**src/rtl/script_sequencer.sv**
```systemverilog
// script_sequencer: fetch/decode/dispatch/retire loop for the kitchen script engine.
// Starts one execution unit per instruction and waits for its done before moving pc.
//
// state     | meaning
// ----------+------------------------------------------------------------
// IDLE      | stopped, waiting for run_en
// FETCH     | pc stable, script memory read in flight
// DECODE    | latch script word, choose unit / NOP / HALT
// DISPATCH  | single-cycle start pulse to the selected unit, arm watchdog
// WAIT_DONE | waiting for the selected unit's done, watchdog counting
// ADVANCE   | update pc, count the retired instruction
// STEP_HOLD | single-step pause until step_pulse
// HALT      | halt opcode or watchdog expiry; only res leaves
module script_sequencer #(
   parameter int unsigned TIMEOUT_MS = 5000,
   parameter int unsigned PC_STEP    = 2
) (
   input  logic        clk,
   input  logic        res,
   input  logic        run_en,
   input  logic        step_mode,
   input  logic        step_pulse,
   input  logic        ms_tick,
   input  logic [15:0] script,
   input  logic [3:0]  unit_done,
   input  logic        jump_taken,
   input  logic [7:0]  jump_target,
   output logic [7:0]  pc,
   output logic [15:0] instr,
   output logic [3:0]  unit_start,
   output logic        busy,
   output logic        halted,
   output logic        error,
   output logic [7:0]  retired_cnt
);

   localparam int TW = (TIMEOUT_MS > 1) ? $clog2(TIMEOUT_MS + 1) : 1;
   localparam logic [TW-1:0] TIMER_LOAD = TW'(TIMEOUT_MS);
   localparam logic [TW-1:0] TIMER_LAST = TW'(1);
   localparam logic [7:0]    PC_INC     = 8'(PC_STEP);
   localparam bit            WDOG_EN    = (TIMEOUT_MS != 0);
   localparam logic [1:0]    UNIT_JUMP  = 2'd1;

   typedef enum logic [2:0] {
      S_IDLE,
      S_FETCH,
      S_DECODE,
      S_DISPATCH,
      S_WAIT_DONE,
      S_ADVANCE,
      S_STEP_HOLD,
      S_HALT
   } state_t;

   state_t          state_q, state_d;
   logic [2:0]      op;
   logic [1:0]      unit_idx_q;
   logic [TW-1:0]   timer_q;
   logic            jump_q;
   logic [7:0]      jump_pc_q;
   logic            done_hit;
   logic            wdog_expire;

   assign op     = script[2:0];
   assign busy   = !((state_q == S_IDLE) || (state_q == S_STEP_HOLD) || (state_q == S_HALT));
   assign halted = (state_q == S_HALT);

   // next-state decode and the dispatch start pulse
   always_comb begin
      state_d     = state_q;
      done_hit    = 1'b0;
      wdog_expire = 1'b0;
      unit_start  = 4'b0000;
      case (state_q)
         S_IDLE: begin
            if (run_en) state_d = S_FETCH;
         end
         S_FETCH: begin
            state_d = S_DECODE;
         end
         S_DECODE: begin
            case (op)
               3'b001, 3'b010, 3'b011, 3'b100: state_d = S_DISPATCH;
               3'b111:                         state_d = S_HALT;
               default:                        state_d = S_ADVANCE;
            endcase
         end
         S_DISPATCH: begin
            unit_start[unit_idx_q] = 1'b1;
            state_d                = S_WAIT_DONE;
         end
         S_WAIT_DONE: begin
            // done beats a final tick landing in the same cycle
            if (unit_done[unit_idx_q]) begin
               done_hit = 1'b1;
               state_d  = S_ADVANCE;
            end else if (WDOG_EN && ms_tick && (timer_q == TIMER_LAST)) begin
               wdog_expire = 1'b1;
               state_d     = S_HALT;
            end
         end
         S_ADVANCE: begin
            if (!run_en)        state_d = S_IDLE;
            else if (step_mode) state_d = S_STEP_HOLD;
            else                state_d = S_FETCH;
         end
         S_STEP_HOLD: begin
            if (!run_en)                       state_d = S_IDLE;
            else if (step_pulse || !step_mode) state_d = S_FETCH;
         end
         S_HALT: begin
            state_d = S_HALT;
         end
         default: begin
            state_d = S_IDLE;
         end
      endcase
   end

   // state register
   always_ff @(posedge clk) begin
      if (res) state_q <= S_IDLE;
      else     state_q <= state_d;
   end

   // datapath: instruction latch, watchdog down-counter, jump capture, pc and retire count
   always_ff @(posedge clk) begin
      if (res) begin
         pc          <= 8'h00;
         instr       <= 16'h0000;
         unit_idx_q  <= 2'd0;
         timer_q     <= '0;
         jump_q      <= 1'b0;
         jump_pc_q   <= 8'h00;
         error       <= 1'b0;
         retired_cnt <= 8'h00;
      end else begin
         case (state_q)
            S_DECODE: begin
               instr      <= script;
               unit_idx_q <= 2'(op - 3'd1);
               jump_q     <= 1'b0;
            end
            S_DISPATCH: begin
               timer_q <= TIMER_LOAD;
            end
            S_WAIT_DONE: begin
               if (done_hit) begin
                  if (unit_idx_q == UNIT_JUMP) begin
                     jump_q    <= jump_taken;
                     jump_pc_q <= jump_target & 8'hFE;
                  end
               end else if (wdog_expire) begin
                  error <= 1'b1;
               end else if (ms_tick && (timer_q != '0)) begin
                  timer_q <= timer_q - TIMER_LAST;
               end
            end
            S_ADVANCE: begin
               pc <= jump_q ? jump_pc_q : pc + PC_INC;
               if (retired_cnt != 8'hFF) retired_cnt <= retired_cnt + 8'd1;
            end
            default: begin
            end
         endcase
      end
   end

endmodule

```
**config.mk**
```make
export PLATFORM = sky130hd
export DESIGN_NAME = script_sequencer
export DESIGN_NICKNAME = d
export VERILOG_FILES = /design/src/rtl/script_sequencer.sv
export SDC_FILE = /design/constraint.sdc
export NUM_CORES = 1
export LEC_CHECK = 0
export ABC_AREA = 1
export BUFFER_PORTS_ARGS = -buffer_cell sky130_fd_sc_hd__buf_2
export CELL_PAD_IN_SITES_DETAIL_PLACEMENT = 1
export CELL_PAD_IN_SITES_GLOBAL_PLACEMENT = 1
export CORE_UTILIZATION = 38
export CTS_CLUSTER_SIZE = 14
export DETAILED_ROUTE_END_ITERATION = 8
export GPL_TIMING_DRIVEN = 0
export PLACE_DENSITY_LB_ADDON = 0.1
export RECOVER_POWER = 25
export SLEW_MARGIN = 20
export SYNTH_ARGS = -nofsm -noshare
export SYNTH_HDL_FRONTEND = slang
export SYNTH_SLANG_ARGS = --single-unit
```
**constraint.sdc**
```tcl
create_clock -name clk -period 1.8 [get_ports clk]
set_clock_uncertainty 0.2 [all_clocks]
set_input_delay 0.18 -clock clk [delete_from_list [all_inputs] [get_ports clk]]
set_output_delay 0.18 -clock clk [all_outputs]
set_load 0.03 [all_outputs]
```
Yosys cells after proc, flatten, opt, wreduce, memory -nomap -nowiden
Index checks and enable logic that the tools add are counted.
Cells by class
  $add $sub $neg: 4
  multipliers: 0
  divide/modulo/power cells: 0
  $lt $le $gt $ge: 2
  equal/unequal tests: 23
  shifts and indexed selects: 0
  multiplexer cells: 27
  bitwise logic cells: 1
  reduce and logical (&&, ||, !) cells: 19
Operators by type and width (count)
  two-way mux 13 bit: 3
  case mux 13 bit (2 select lines): 1
  case mux 3 bit (8 select lines): 1
  two-way mux 3 bit: 7
  equality test 3 bit, second input constant: 6
  equality test 13 x 1 -> 1 bit, second input constant: 1
  nonzero test 13 bit: 1
  subtractor 13 x 1 -> 13 bit, second input constant: 1
  equality test 3 x 2 -> 1 bit, second input constant: 4
  inequality test 2 bit, second input constant: 6
  AND reduction 3 bit: 4
  two-way mux 1 bit: 9
  adder 8 x 1 -> 8 bit, second input constant: 1
  adder 8 x 2 -> 8 bit, second input constant: 1
  two-way mux 8 bit: 1
  inequality test 8 bit, second input constant: 1
  equality test 3 x 1 -> 1 bit, second input constant: 2
  case mux 3 bit (2 select lines): 1
  two-way mux 4 bit: 1
  AND reduction 4 bit: 1
  nonzero test 2 bit: 2
  OR reduction 4 bit: 1
  logical AND 1 bit: 3
  zero test 3 bit: 1
  13 further kinds: 16
Word-level totals
  register bits: 59
  bits in latches: 0
  RAM bits: 0
  ROM bits: 0
  bits of input ports: 35
  memories kept: 0

Longest topological paths before layout
  depth after elaboration: 8
  mapped depth: 14
  depth with buffers taken out: 13

Worst setup path after synthesis
No wires, ideal clock.
  path kind: register -> output
  start: register state_q[0]
  end: output unit_start[0]
  data arrival time: 1.414 ns
  data required time: 1.420 ns
  setup slack: 0.006 ns
  stages on the path, launching flop included: 5
  path buffers: 0
  cell sequence: dfxtp_1 nand2_2 nor2_2 inv_2 nor3_1
On the way
  cells in the longest elaborated chain, start to end: 2
RTL lines
  from (decl): line 55  | state_t state_q, state_d;
  from (signal assigned): line 123  | else state_q <= state_d;
  equality test 3 x 2 -> 1 bit: line 74  | case (state_q)
  two-way mux 4 bit: line 74
  to (decl): line 30  | output logic [3:0] unit_start,
No other way between the ends.

Worst setup path in the final report
Same ends and word-level chain as after synthesis.

==> results.yml <==
job:
  drv_cap: 0
synthesis:
  synth_edf_count: 0
  yosysSeqAreaShare: 0.361
  synth-warning-count: 0
  synthesis.area_sq_um: 3210
  ys_seq_elements: 58
  async_reset_ff_frac: 0
  synth_top_area_cell: "dfxtp_1"
  synth-main-ff-cell: "dfxtp_1"
  syn_avg_cell_area_sq_um: 6.82
  synthTopCellsByArea: "dfxtp_1 (36%), nand2_1 (9.6%), nor2_1 (9.6%)"
  yosys.area.top_type_share: 0.361
  syn_inst: 471
  synth_common_cells: "nand2_1 (82), nor2_1 (82), dfxtp_1 (58), nand3_1 (42), inv_1 (40)"
  yosysUniqueCellTypes: 33
  syn_nets: 515
floorplan:
  initial_core_util: 0.391
  die-area_sq_um: 8830
  fp.dieH_um: 94.0
  rows: 33
  core_sq_um: 8220
  ioPinCount: 74
  die_x_um: 94.0
run_status:
  status: "completed"
routing:
  firstDrtPassIters: 7
  via_per_inst: 5.00
  drt_iter0_markers: 50
  highest_layer: "met4"
  ant_nets: 0
  routedWlPerCell_um: 14.4
  wl_met2_mm: 4.96
  drt_wl_total_mm: 9.92
  wl_met3_um: 399
  num_vias: 3447
  drc: 0
  wl_met1_mm: 4.39
worst_setup_path:
  worstPathArrival_ns: 1.39
  path_cells: "nand2_2 > nor2_4 > inv_2 > nor3_1 > buf_4"
  critPathCaptureType: "primary output"
  r2r_slack_ns: 0.08
  critPathRequiredTime_ns: 1.42
  r2r_start: "unit_idx_q[1]"
  cpPeakStageDelay_ns: 0.40
  crit_end: "unit_start[0]"
  reg2regPathDepth: 10
  r2r-end: "timer_q[5]"
  crit_type: "flop to primary output"
  cp_slowest_cell: "dfxtp_4"
  start_kind: "flop"
  critPathLaunch: "state_q[0]"
  cp_max_fo: 5
timing:
  setup_tns_ns: 0
  max_freq_mhz: 564
  post-route-min-period_ns: 1.77
  worst_pin_slew_ns: 0.657
  period_share: 0.985
  drv_slew: 0
  finalSetupViolCount: 0
  max-slew-margin-rel: 0.562
  hold_viol_final: 0
  rsz0062_at_grt: "yes"
placement:
  io_buffers: 70
  hpwl_mm: 6.93
  gp_congestion: 0.800
global_route:
  grt_max_degree: 11
  grt_pass1_wl_mm: 15.8
  antenna_found_initial: 0
  grt_pass1_vias: 3374
  grt_overflow: 0
  grt_use_total: 0.232
clocking:
  clockBufferDepth: 2
  htree_levels: 3
  clk_pin_slew_ns: 0.07
  cts_num_sinks: 58
  cts_root_buffer: "clkbuf_8"
  clock_latency_ns: 0.33
  tritoncts: "yes"
  cts_made_buffers: 9
power:
  p_seq_frac: 0.369
  internal_power_mw: 2.62
  power_mw: 4.26
  switchingPower_mw: 1.64
  total_leakage_power_nw: 1.87
  ir_drop_uv: 570
  pwr-share-comb: 0.343
  p_per_area_nw_per_um2: 997
  pwr-share-clk: 0.288
  swShare: 0.384
cells_and_area:
  antenna_cells: 0
  drive_above_1_share: 0.248
  syn_to_final_growth_pct: 32.9
  nets: 626
  fin_util: 0.520
  fillers: 1098
hold_path:
  whs_path_depth: 2
  worstHoldPathType: "input port to flop"
==> what timing repair did <==
action | in CTS | in global routing
buffers inserted | 0 | 3
hold endpoints to repair | 25 | 0
endpoints found under the setup margin | 5 | 26
hold buffers | 26 | 0
gates resized for setup | 11 | 27
pin swaps | 0 | 6
gates cloned | 0 | 1
==> registers in the layout, indices dropped and copies added, names as in the netlist <==
| name | cells |
|---|---|
| state_q | 3 |
| unit_idx_q | 2 |
| pc | 7 |
| error | 1 |
| instr | 16 |
| jump_pc_q | 7 |
| jump_q | 1 |
| timer_q | 13 |
| retired_cnt | 8 |
==> layout by cell type (no fill, tap or decap), drive strengths merged, types with 10 or more instances in the layout <==
cell and count:
nand2 102, nor2 90, buf 62, dfxtp 58, inv 47, nand3 43, a21oi 41, clkbuf 40
o21ai 34, dlygate4sd3 26, nor3 10
==> per-layer routing <==
layer / up-vias / track usage
met1: 1624 / 0.266
met2: 73 / 0.423
li1: 1735 / -
met4: 0 / 0.0782
met3: 15 / 0.0469
met5: - / 0
==> power by group through the flow <==
stage | Clock, mW | Sequential, mW | Combinational (mW)
after detailed placement | 0 | 1.58 | 1.37
after floorplan | 0 | 1.72 | 0.858
after global routing | 1.29 | 1.60 | 1.62
after global placement | 0 | 1.57 | 1.34
after CTS | 1.25 | 1.56 | 1.45
final | 1.23 | 1.57 | 1.46
==> worst min-delay path by stage <==
stage,to,start
2_1_floorplan,instr[10],script[10]
3_3_place_gp,instr[12],script[12]
3_5_place_dp,instr[9],script[9]
4_1_cts,pc[4],res
5_1_grt,pc[4],res
6_report,pc[4],res
==> stage by stage <==
step                      hold WS, ns  setup slack [ns]  cells  instance area [sq um]
after floorplan                 0.115           0.00573    471                   3210
after global placement          0.203            0.0971    646                   3700
after detailed placement        0.213            0.0482    646                   3700
after CTS                      0.0122          0.000623    686                   4180
after global routing           0.0344           -0.0493    690                   4270
final                         0.00543            0.0273    690                   4270
==> area by class of cell <==
cell class / instances / area (sq um) / area share
flip-flops and latches: 58 / 1180 / 0.275
multi-input cells: 348 / 1830 / 0.427
clock inverters: 3 / 40.0 / 0.00937
well taps: 105 / 131 / 0.0307
clock buffers: 11 / 151 / 0.0354
repair buffers: 100 / 646 / 0.151
plain buffers: 17 / 119 / 0.0278
inverters: 48 / 184 / 0.0430
==> worst max-delay path: cells and delay by family, from the launching register on <==
kind | cells | cell delay, ns
and+or+nand+nor | 3 | 0.37
DFF | 1 | 0.40
buffers and inverters | 2 | 0.28
==> cell families (layout without fill, tap and decap cells) <==
| group | after synthesis | count (layout) | synth area share |
|---|---|---|---|
| other | 1 | 1 | 0.00117 |
| adders and majority gates | 9 | 9 | 0.0350 |
| and+or+nand+nor | 251 | 251 | 0.355 |
| xor gates and xnor gates | 6 | 6 | 0.0163 |
| AOI/OAI and AO/OA | 81 | 81 | 0.140 |
| DFF | 58 | 58 | 0.361 |
| buffers and inverters | 65 | 179 | 0.0915 |
Power figures use the tool's default switching activity.
